**src/rtl/uc_pkg.sv**
```systemverilog
// Shared definitions for the register-transfer control unit: FSM state
// encoding, opcode and register codes, and instruction field offsets.
package uc_pkg;

  typedef enum logic [2:0] {
    ST_IDLE,
    ST_LDT,
    ST_ALU,
    ST_WB,
    ST_MV,
    ST_DONE
  } state_t;

  localparam logic [1:0] OP_MOV = 2'b00;
  localparam logic [1:0] OP_ADD = 2'b01;
  localparam logic [1:0] OP_SUB = 2'b10;
  localparam logic [1:0] OP_NOP = 2'b11;

  localparam logic [1:0] REG_A  = 2'b00;
  localparam logic [1:0] REG_B  = 2'b01;
  localparam logic [1:0] REG_C  = 2'b10;
  localparam logic [1:0] REG_AC = 2'b11;

  // Instruction layout: {op, src1, src2, dst}, two bits each.
  localparam int OP_LSB   = 6;
  localparam int SRC1_LSB = 4;
  localparam int SRC2_LSB = 2;
  localparam int DST_LSB  = 0;

endpackage

```
**src/rtl/uc_if.sv**
```systemverilog
// Instruction handshake and datapath strobe bundle between an instruction
// issuer (master) and the control unit (slave).
interface uc_if #(
  parameter int IW = 8
) ();

  logic          start;
  logic [IW-1:0] instr;
  logic          ready;
  logic          done;
  logic          Ra, Rb, Rc, Rac;
  logic          Wa, Wb, Wc, Wac;
  logic          Wt;
  logic          S, R;

  modport master (
    output start, instr,
    input  ready, done, Ra, Rb, Rc, Rac, Wa, Wb, Wc, Wac, Wt, S, R
  );

  modport slave (
    input  start, instr,
    output ready, done, Ra, Rb, Rc, Rac, Wa, Wb, Wc, Wac, Wt, S, R
  );

endinterface

```
**src/rtl/uc_reg_decoder.sv**
```systemverilog
// Turns a 2-bit register code plus enable into one-hot A/B/C/AC selects.
module uc_reg_decoder
  import uc_pkg::*;
(
  input  logic [1:0] code,
  input  logic       en,
  output logic       a,
  output logic       b,
  output logic       c,
  output logic       ac
);

  // One-hot decode; all selects low when disabled.
  always_comb begin
    // NOTE: every output gets a default before the case so no latch is inferred.
    a  = 1'b0;
    b  = 1'b0;
    c  = 1'b0;
    ac = 1'b0;
    if (en) begin
      unique case (code)
        REG_A:   a  = 1'b1;
        REG_B:   b  = 1'b1;
        REG_C:   c  = 1'b1;
        REG_AC:  ac = 1'b1;
        default: ;
      endcase
    end
  end

endmodule

```
**src/rtl/unidad_control.sv**
```systemverilog
// Control unit for the A/B/C/AC/T register + ALU datapath. Accepts one
// instruction per start/ready handshake and sequences bus1 read strobes,
// register write strobes and the ALU select, then pulses done.
// Optional feature: define UC_INSTR_COUNT_EN to add the 16-bit
// instr_count port counting retired instructions.
module unidad_control
  import uc_pkg::*;
#(
  parameter int IW = 8
) (
  input  logic        clk,
  input  logic        reset,
  uc_if.slave         bus
`ifdef UC_INSTR_COUNT_EN
  ,
  output logic [15:0] instr_count
`endif
);

  state_t        state;
  logic [IW-1:0] ir;
  logic          ready_q;
  logic          done_q;

  logic [1:0] ir_op, ir_src1, ir_src2, ir_dst;
  logic [1:0] in_op;

  assign ir_op   = ir[OP_LSB   +: 2];
  assign ir_src1 = ir[SRC1_LSB +: 2];
  assign ir_src2 = ir[SRC2_LSB +: 2];
  assign ir_dst  = ir[DST_LSB  +: 2];
  assign in_op   = bus.instr[OP_LSB +: 2];

  // Sequencer: state, instruction register and the registered ready/done.
  always_ff @(posedge clk or posedge reset) begin
    if (reset) begin
      state   <= ST_IDLE;
      ir      <= '0;
      ready_q <= 1'b1;
      done_q  <= 1'b0;
    end else begin
      // NOTE: sequential state uses non-blocking assignments so every register
      // samples pre-edge values; later assignments in a branch override these defaults.
      ready_q <= 1'b0;
      done_q  <= 1'b0;
      unique case (state)
        ST_IDLE: begin
          ready_q <= 1'b1;
          if (bus.start) begin
            ir      <= bus.instr;
            ready_q <= 1'b0;
            unique case (in_op)
              OP_ADD, OP_SUB: state <= ST_LDT;
              OP_MOV:         state <= ST_MV;
              default: begin
                state  <= ST_DONE;
                done_q <= 1'b1;
              end
            endcase
          end
        end
        ST_LDT: state <= ST_ALU;
        ST_ALU: state <= ST_WB;
        ST_WB: begin
          state  <= ST_DONE;
          done_q <= 1'b1;
        end
        ST_MV: begin
          state  <= ST_DONE;
          done_q <= 1'b1;
        end
        ST_DONE: begin
          state   <= ST_IDLE;
          ready_q <= 1'b1;
        end
        default: begin
          state   <= ST_IDLE;
          ready_q <= 1'b1;
        end
      endcase
    end
  end

  logic [1:0] rd_code, wr_code;
  logic       rd_en, wr_en;
  logic       wt, sel_s, sel_r;
  logic       mv_ok;

  // MOV with identical source/destination, or into AC, issues no strobes.
  assign mv_ok = (ir_src1 != ir_dst) && (ir_dst != REG_AC);

  // Strobe selection decoded only from the state register and IR.
  always_comb begin
    rd_code = ir_src1;
    rd_en   = 1'b0;
    wr_code = ir_dst;
    wr_en   = 1'b0;
    wt      = 1'b0;
    sel_s   = 1'b0;
    sel_r   = 1'b0;
    unique case (state)
      ST_LDT: begin
        rd_code = ir_src1;
        rd_en   = 1'b1;
        wt      = 1'b1;
      end
      ST_ALU: begin
        rd_code = ir_src2;
        rd_en   = 1'b1;
        wr_code = REG_AC;
        wr_en   = 1'b1;
        sel_s   = (ir_op == OP_ADD);
        sel_r   = (ir_op == OP_SUB);
      end
      ST_WB: begin
        rd_code = REG_AC;
        rd_en   = (ir_dst != REG_AC);
        wr_code = ir_dst;
        wr_en   = (ir_dst != REG_AC);
      end
      ST_MV: begin
        rd_code = ir_src1;
        rd_en   = mv_ok;
        wr_code = ir_dst;
        wr_en   = mv_ok;
      end
      default: ;
    endcase
  end

  uc_reg_decoder u_rd_dec (
    .code (rd_code),
    .en   (rd_en),
    .a    (bus.Ra),
    .b    (bus.Rb),
    .c    (bus.Rc),
    .ac   (bus.Rac)
  );

  uc_reg_decoder u_wr_dec (
    .code (wr_code),
    .en   (wr_en),
    .a    (bus.Wa),
    .b    (bus.Wb),
    .c    (bus.Wc),
    .ac   (bus.Wac)
  );

  assign bus.Wt    = wt;
  assign bus.S     = sel_s;
  assign bus.R     = sel_r;
  assign bus.ready = ready_q;
  assign bus.done  = done_q;

`ifdef UC_INSTR_COUNT_EN
  // Retired-instruction counter, wraps naturally at 16 bits.
  always_ff @(posedge clk or posedge reset) begin
    if (reset) begin
      instr_count <= 16'd0;
    end else if (done_q) begin
      instr_count <= instr_count + 16'd1;
    end
  end
`endif

endmodule
```
**src/flat_wrapper.sv**
```systemverilog
// flat-port wrapper written by rule: the top's interface ports become plain ports
module unidad_control_flat import uc_pkg::*;
#(
  parameter int IW = 8
)
  (clk, reset, bus_start, bus_instr, bus_ready, bus_done, bus_Ra, bus_Rb, bus_Rc, bus_Rac, bus_Wa, bus_Wb, bus_Wc, bus_Wac, bus_Wt, bus_S, bus_R);
  uc_if #(.IW(IW)) bus_i ();
  input  logic clk;
  input  logic reset;
  input wire logic [$bits(bus_i.start)-1:0] bus_start;
  input wire logic [$bits(bus_i.instr)-1:0] bus_instr;
  output wire logic [$bits(bus_i.ready)-1:0] bus_ready;
  output wire logic [$bits(bus_i.done)-1:0] bus_done;
  output wire logic [$bits(bus_i.Ra)-1:0] bus_Ra;
  output wire logic [$bits(bus_i.Rb)-1:0] bus_Rb;
  output wire logic [$bits(bus_i.Rc)-1:0] bus_Rc;
  output wire logic [$bits(bus_i.Rac)-1:0] bus_Rac;
  output wire logic [$bits(bus_i.Wa)-1:0] bus_Wa;
  output wire logic [$bits(bus_i.Wb)-1:0] bus_Wb;
  output wire logic [$bits(bus_i.Wc)-1:0] bus_Wc;
  output wire logic [$bits(bus_i.Wac)-1:0] bus_Wac;
  output wire logic [$bits(bus_i.Wt)-1:0] bus_Wt;
  output wire logic [$bits(bus_i.S)-1:0] bus_S;
  output wire logic [$bits(bus_i.R)-1:0] bus_R;
  assign bus_i.start = bus_start;
  assign bus_i.instr = bus_instr;
  assign bus_ready = bus_i.ready;
  assign bus_done = bus_i.done;
  assign bus_Ra = bus_i.Ra;
  assign bus_Rb = bus_i.Rb;
  assign bus_Rc = bus_i.Rc;
  assign bus_Rac = bus_i.Rac;
  assign bus_Wa = bus_i.Wa;
  assign bus_Wb = bus_i.Wb;
  assign bus_Wc = bus_i.Wc;
  assign bus_Wac = bus_i.Wac;
  assign bus_Wt = bus_i.Wt;
  assign bus_S = bus_i.S;
  assign bus_R = bus_i.R;
  unidad_control #(.IW(IW)) u_core (.clk(clk), .reset(reset), .bus(bus_i));
endmodule
```
**config.mk**
```make
export PLATFORM = sky130hd
export DESIGN_NAME = unidad_control_flat
export DESIGN_NICKNAME = d
export VERILOG_FILES = /design/src/rtl/uc_pkg.sv /design/src/rtl/uc_if.sv /design/src/rtl/uc_reg_decoder.sv /design/src/rtl/unidad_control.sv /design/src/flat_wrapper.sv
export SDC_FILE = /design/constraint.sdc
export NUM_CORES = 1
export LEC_CHECK = 0
export BUFFER_PORTS_ARGS = -buffer_cell sky130_fd_sc_hd__buf_2
export CAP_MARGIN = 0
export CORE_AREA = 2 2 50 52
export CTS_CLUSTER_SIZE = 10
export DETAILED_ROUTE_END_ITERATION = 10
export DIE_AREA = 0 0 52 54
export SLEW_MARGIN = 10
export SYNTH_ARGS = -nofsm -noshare
export SYNTH_HDL_FRONTEND = slang
export SYNTH_SLANG_ARGS = --single-unit
```
**constraint.sdc**
```tcl
create_clock -name clk -period 1.88 [get_ports clk]
set_input_delay 0.188 -clock clk [delete_from_list [all_inputs] [get_ports clk]]
set_output_delay 0.188 -clock clk [all_outputs]
set_load 0.05 [all_outputs]
```
After elaboration in Yosys (flattened, before gate mapping)
Cells that the tools add are included.
Word-level totals
  input bits: 11
  logic and storage cells: 63
  output and inout bits: 13
  register bits: 13
Cells by class
  eq/ne operators: 17
  multiplexer cells: 31
  reductions and logical operators: 11
Operator list (count)
  $mux 1: 22
  $eq 2x2->1 const B: 6
  $pmux 3 s4: 1
  $eq 2x1->1 const B: 4
  $eq 3x2->1 const B: 2
  $logic_not 2->1: 3
  $pmux 1 s3: 2
  $pmux 3 s2: 1
  $reduce_or 2->1: 3
  $ne 2x2->1 const B: 2
  $pmux 1 s2: 2
  $pmux 2 s2: 1
  $reduce_or 4->1: 1
  $eq 3x1->1 const B: 1
  $eq 3x3->1 const B: 1
  $logic_not 3->1: 1
  $mux 3: 1
  $reduce_or 3->1: 1
  $mux 2: 1
  $ne 2x2->1: 1
  $reduce_and 2->1: 1
  $logic_and 1x1->1: 1

Longest topological paths before layout
Gate-level depths: netlist (run 1).
  word-level depth: 5
  mapped depth: 5
  mapped depth without buffers: 5

Cells and area by module
Synthesis (run 1) repeated with hierarchy kept, for this count alone.
Unflattened totals
  cells, all modules: 76
  area, all modules: 779.5 um2
Modules (own cells, without submodules)
  unidad_control: times used 1, area each 704.4 um2, cells an instance 68, seq. area each 326.6 um2
  uc_reg_decoder: times used 2, area each 37.5 um2, cells an instance 4, seq. area each 0.0 um2

Worst setup path before layout (run 1)
OpenSTA, ideal clock, no wires.
  path type: register to output
  start: reg u_core.state[2]
  end: out bus_R
  cell stages (with the launch flop): 4
  slack: -686 ps
  path buffers: 1
  required time: 1692 ps
  data arrival time: 2378 ps
  cells stage by stage: dfrtp_1 > nand2b_1 > buf_2 > nor4b_1
On the way
  cells in the longest elaborated chain, start to end: 2
RTL lines
  from (decl): line unidad_control.sv:20  | state_t state;
  from (signal assigned): line unidad_control.sv:37  | state <= ST_IDLE;
  from (signal assigned): line unidad_control.sv:53  | OP_ADD, OP_SUB: state <= ST_LDT;
  from (signal assigned): line unidad_control.sv:54  | OP_MOV: state <= ST_MV;
  $eq 3x2->1: line unidad_control.sv:101  | unique case (state)
  $mux 1: line unidad_control.sv:101
  to (decl): line flat_wrapper.sv:24  | output wire logic [$bits(bus_i.R)-1:0] bus_R;
Every way passes these cells.

Final worst setup path (run 1)
  start: reg u_core.state[1]
  end: out bus_Ra
On the way
  cells in the longest elaborated chain, start to end: 5
  elaborated cells on any way between the ends: 10
  classes of those cells: 4 x eq/ne; 4 x mux; 2 x reduce/logical
RTL lines
  $eq 3x2->1: line unidad_control.sv:101
  $pmux 2 s2: line unidad_control.sv:101
  $logic_not 2->1: line uc_reg_decoder.sv:21  | unique case (code)
  $mux 1: line uc_reg_decoder.sv:21
  $mux 1 (*): line uc_reg_decoder.sv:20  | if (en) begin
  to (decl): line flat_wrapper.sv:14  | output wire logic [$bits(bus_i.Ra)-1:0] bus_Ra;
Mark *: on every way between the ends. The rest lies on a longest branch, timed or not.

==> reports/qor.yml, run 1 <==
status: "completed"
synth_top_area_cell: "dfrtp_1"
clockBufferDepth: 2
synth_ff_type: "dfrtp_1"
worstHoldStart: "bus_instr[4]"
via_per_inst: 4.86
area_growth_pct: 46.1
nFillCells: 218
first_pass_iters: 4
synth_common_cells: "dfrtp_1 (12), inv_1 (9), o21ai_0 (9)"
power.total_mw: 2.35
synth_fp_nets: 100
multi_input_area_um2: 494
period_needed_ps: 1860
crit_path_max_fanout: 6
r2r_setup_slack_ps: 160
clk_pin_slew_worst_paths_ps: 70
slowest_stage: "dfrtp_2"
netlist_area_um2: 792
grt_pass1_wl_um: 2750
critical_path_class: "register to primary output"
synth-edff-count: 0
wl_per_cell_um: 12.6
drive_above_1_share_pct: 54.2
start_util_pct: 34.1
setup_viol: 0
regArea_um2: 332
critPathCaptureType: "primary output"
grt_usage_pct: 13.5
hpwlAfterDp_um: 1340
ys_seq_area_share_pct: 41.2
hold_end: "u_core.ir[4]"
crit_arrival_ps: 1680
drv_cap: 0
drtAntennaViolNets: 0
yosysMostFrequentCell: "dfrtp_1"
crit_start: "u_core.state[1]"
r2r-start: "u_core.state[0]"
finalCritPeriodShare_pct: 99.1
power_density_mw_per_mm2: 2030
diodes: 0
rsz0062_at_grt: "yes"
wirelength_um: 1890
relSlewSlack_pct: 68.2
io_buffers: 23
crit_chain: "nor2_4 -> and3_4 -> a221oi_4 -> nor3_2 -> buf_6"
cts_root_buf: "clkbuf_4"
cp.required_ps: 1690
worst_pin_slew_ps: 477
h-tree-depth: 1
cts_tree: "done"
ys_ff_latch: 13
fp.dieArea_mm2: 0.00281
fp-row-count: 18
drv_slew: 0
async_reset_ff_share_pct: 100
netlist_instances: 87
ir_drop_mv: 0.803
r2r_end: "u_core.ir[3]"
routabilityCongestion: 0.757
antenna_found_initial: 0
synth_cell_types: 30
synth_area_per_cell_um2: 9.10
p_leak_nw: 0.545
fin_skew_ps: 1.91
pin_count: 24
drc_errors: 0
layout.nets: 134
die_y_um: 54
post-route-util_pct: 49.9
grt_pass1_vias: 634
max_freq_ghz: 0.537
clock_latency_ps: 270
synth_warnings: 0
core_mm2: 0.00232
grt_max_degree: 14
start_kind: "register"
fp.dieW_um: 52
yosys-top-cells-area: "dfrtp_1 (38%), o21ai_0 (5.7%), nor3_1 (5.1%), inv_1 (4.3%), mux2_4 (3.8%)"
grt_overflow: 0
hold_viol: 0
holdPathStages: 3
tns_ps: 0
clkSinkCount: 13
yosysTopAreaCellShare_pct: 37.9
hold_class: "input port to register"
slowest_delay_ps: 460
drtIter0Drc: 10
rr_worst_depth: 4
via_count: 729
cts_buffers: 3
## power by group
part           internal, mW  total (mW)  switching [mW]
Combinational         0.634        1.59           0.955
Clock                0.0821       0.166          0.0842
Sequential            0.429       0.590           0.162
Total                  1.14        2.35            1.20
## cells in the final DEF (no fill, tap or decap), types with 2 or more instances in the layout
master,n
buf_4,7
buf_6,5
a31oi_1,2
nor4b_2,2
a21o_1,3
and3_4,2
buf_2,19
clkbuf_4,3
o21ai_0,7
a21oi_1,5
dfrtp_2,4
ha_1,2
o21ai_1,2
inv_1,7
nor2_1,5
dfrtp_1,8
nand2_1,7
mux2_4,2
inv_2,2
nor3_2,7
mux2_2,2
## critical path: cells and delay by family, from the launching register on
| kind | cells | cell delay [ps] |
|---|---|---|
| AO/OA/AOI/OAI | 1 | 410 |
| buffers and inverters | 1 | 170 |
| AND/OR/NAND/NOR | 3 | 370 |
| flip-flops | 1 | 460 |
## cells by family (layout without fill, tap and decap cells)
| logic type | after synthesis | after routing | synth area share [%] |
|---|---|---|---|
| mux | 4 | 4 | 6.64 |
| flops | 13 | 13 | 41.2 |
| fa+ha+maj | 2 | 2 | 3.16 |
| compound gates | 22 | 22 | 17.1 |
| buf+inv | 13 | 46 | 7.90 |
| simple gates | 33 | 33 | 24.0 |
## what timing repair did
item,CTS,global route
hold buffers,1,0
pin swaps,0,4
endpoints found under the hold margin,12,0
setup endpoints to repair,5,4
gates resized for setup,8,20
buffers inserted,1,4
## flip-flops by register name, summed over array words and instances, names as in the netlist
| register | cells |
|---|---|
| u_core.bus.ready | 1 |
| u_core.state | 3 |
| u_core.ir | 8 |
| u_core.bus.done | 1 |
## how the worst max path moves through the flow
stage	to	slack [ps]	cells past startpoint
after detailed placement	bus_Rb	160	5
final	bus_Ra	20	5
after floorplan	bus_Ra	-380	5
after CTS	bus_Rb	3	5
after global routing	bus_Ra	-90	5
after global placement	bus_Ra	210	5
## layout make-up
| class | count | area share (%) |
|---|---|---|
| Multi-Input combinational cell | 61 | 42.7 |
| Inverter | 9 | 2.92 |
| Timing Repair Buffer | 33 | 20.2 |
| Sequential cell | 13 | 28.6 |
| Clock buffer | 4 | 2.27 |
| Tap cell | 30 | 3.24 |
## stage by stage
step / instance area [um^2] / worst slack, ps / instances / hold slack, ps
floorplan: 825 / -381 / 87 / 64.2
global placement: 978 / 211 / 140 / 225
detailed placement: 978 / 159 / 140 / 239
CTS: 1050 / 3.30 / 146 / 123
global route: 1160 / -88.7 / 150 / 120
finish: 1160 / 16.9 / 150 / 124
## layer usage
layer	global-route usage [%]	vias up	share of wire [%]
met5	0	-	0
li1	-	367	-
met2	21.1	19	49
met4	9.65	0	2.8
met3	1.67	4	3.7
met1	17.1	339	44
Note: power is estimated with default switching activity, not from simulation.
==> run 2, diff against run 1 <==
- SETUP_SLACK_MARGIN: not set -> 0.1
- TNS_END_PERCENT: not set -> 100
==> reports/qor.yml, run 2 (synthesis results as in run 1) <==
clk_pin_slew_worst_paths_ps: 80  # about the same
wirelength_um: 2130  # +13%
regMostFlops: "u_core.ir"
drtAntennaViolNets: 0  # unchanged
cts_tree: "done"
core_mm2: 0.00232  # unchanged
fp.dieW_um: 52  # unchanged
status: "completed"
layout.nets: 146  # +9.0%
finalCritPeriodShare_pct: 98.2  # -0.95 points
crit_path_max_fanout: 6  # unchanged
drv_slew: 0  # unchanged
clockBufferDepth: 2  # unchanged
routabilityCongestion: 0.855  # +13%
hold_class: "input port to register"
cts_buffers: 3  # unchanged
pin_count: 24  # unchanged
fp-row-count: 18  # unchanged
grt_pass1_vias: 719  # +13%
die_y_um: 54  # unchanged
fp.dieArea_mm2: 0.00281  # unchanged
crit_arrival_ps: 1660  # -20 ps
h-tree-depth: 1  # unchanged
worst_pin_slew_ps: 501  # +24.3 ps
grt_pass1_wl_um: 3240  # +18%
drtIter0Drc: 8  # -2
hold_viol: 0  # unchanged
final_common_cell: "buf_6"
antenna_found_initial: 0  # unchanged
clkSinkCount: 13  # unchanged
fin_skew_ps: 1.10  # -0.808 ps
rsz0062_at_grt: "yes"
period_needed_ps: 1850  # -17.8 ps
finalInstanceArea_mm2: 0.00141  # +22%
critical_path_class: "register to primary output"
drive_above_1_share_pct: 65.9  # +12 points
grt_max_degree: 14  # unchanged
cts_root_buf: "clkbuf_4"
relSlewSlack_pct: 66.6  # -1.6 points
first_pass_iters: 4  # unchanged
io_buffers: 23  # unchanged
cp.required_ps: 1690  # about the same
hpwlAfterDp_um: 1380  # +3.2%
start_util_pct: 34.1  # unchanged
via_count: 794  # +8.9%
setup_viol: 0  # unchanged
area_growth_pct: 78.2
grt_usage_pct: 16.0  # +2.6 points
final_cell_mix: "buf_6 (15), buf_4 (14), buf_2 (13), inv_1 (9)"
largest_register_ffs: 8  # unchanged
start_kind: "register"
drc_errors: 0  # unchanged
critPathCaptureType: "primary output"
grt_overflow: 0  # unchanged
clock_latency_ps: 270  # about the same
drv_cap: 0  # unchanged
place_area_mm2: 0.00105  # +7.7%
diodes: 0  # unchanged
max_freq_ghz: 0.542  # +0.96%
wl_per_cell_um: 13.1  # +4.4%
via_per_inst: 4.90  # +0.85%
reg_top3: "u_core.ir (8), u_core.state (3)"
-- run 2: changes by cell type in the layout (fill, tap and decap cells not counted), moves of 4 or more --
cell    before  now
buf_4        7   14
nor3_2       7    2
nor3_4       0    5
nor2_1       5    1
buf_6        5   15
buf_2       19   13
-- run 2: path summary, 6_finish.rpt --
check | slack (ps) | depth (start not counted) | endpoint | start
min | 110 | 3 | u_core.ir[5] | bus_instr[5]
max reg2reg | 170 | 4 | u_core.ir[3] | u_core.state[0]
min in group asynchronous | 480 | 3 | u_core.ir[2] | reset
max in group asynchronous | 1040 | 3 | u_core.state[2] | reset
min reg2reg | 550 | 1 | u_core.ir[3] | u_core.ir[3]
max | 30 | 6 | bus_Rb | u_core.ir[5]
-- run 2: worst max-delay path, cell delays in order, from the launching register on --
cell	delay [ps]
dfrtp_2	450
inv_1	110
o21ai_1	130
a221oi_4	340
buf_12	160
nor3_4	40
buf_6	160
-- run 2: what timing repair did --
item / CTS / global route
hold buffers: 1 / 0
endpoints found under the hold margin: 12 / 0
setup buffers: 3 / 10
pin swaps: 2 / 12
gates resized for setup: 27 / 30
setup endpoints to repair: 10 / 14
-- run 2: area by class of cell --
class	count	area (um^2)
Timing Repair Buffer	45	377
Fill cell	188	908
Inverter	9	33.8
Sequential cell	13	333
Multi-Input combinational cell	61	604
Clock buffer	4	26.3
Tap cell	30	37.5
-- run 2: metrics by stage --
stage	hold slack (ps)	instances	util, %	setup WS (ps)	setup TNS [ps]
after detailed placement	240	144	45.4	36.3	0
after floorplan	64.2	87	-	1.53	0
final	114	162	60.8	34.7	0
after CTS	105	152	52.4	-8.64	-14.5
after global placement	236	144	45.4	72.9	0
after global routing	114	162	60.8	-45.5	-173
-- run 2: routing by layer --
metal  part of all wire (%)  wire length [um]  global-route usage, %  vias to the layer above
met1                     42               886                   21.8                      384
met4                   0.89                19                   6.58                        0
met5                      0                 0                      0                        -
li1                       -                 -                      -                      391
met3                    3.6                76                   4.44                        2
met2                     54              1150                   23.8                       17
Power of run 2 is not shown: default switching activity piles up to over one toggle a cycle in this logic, so the estimate is an artifact.
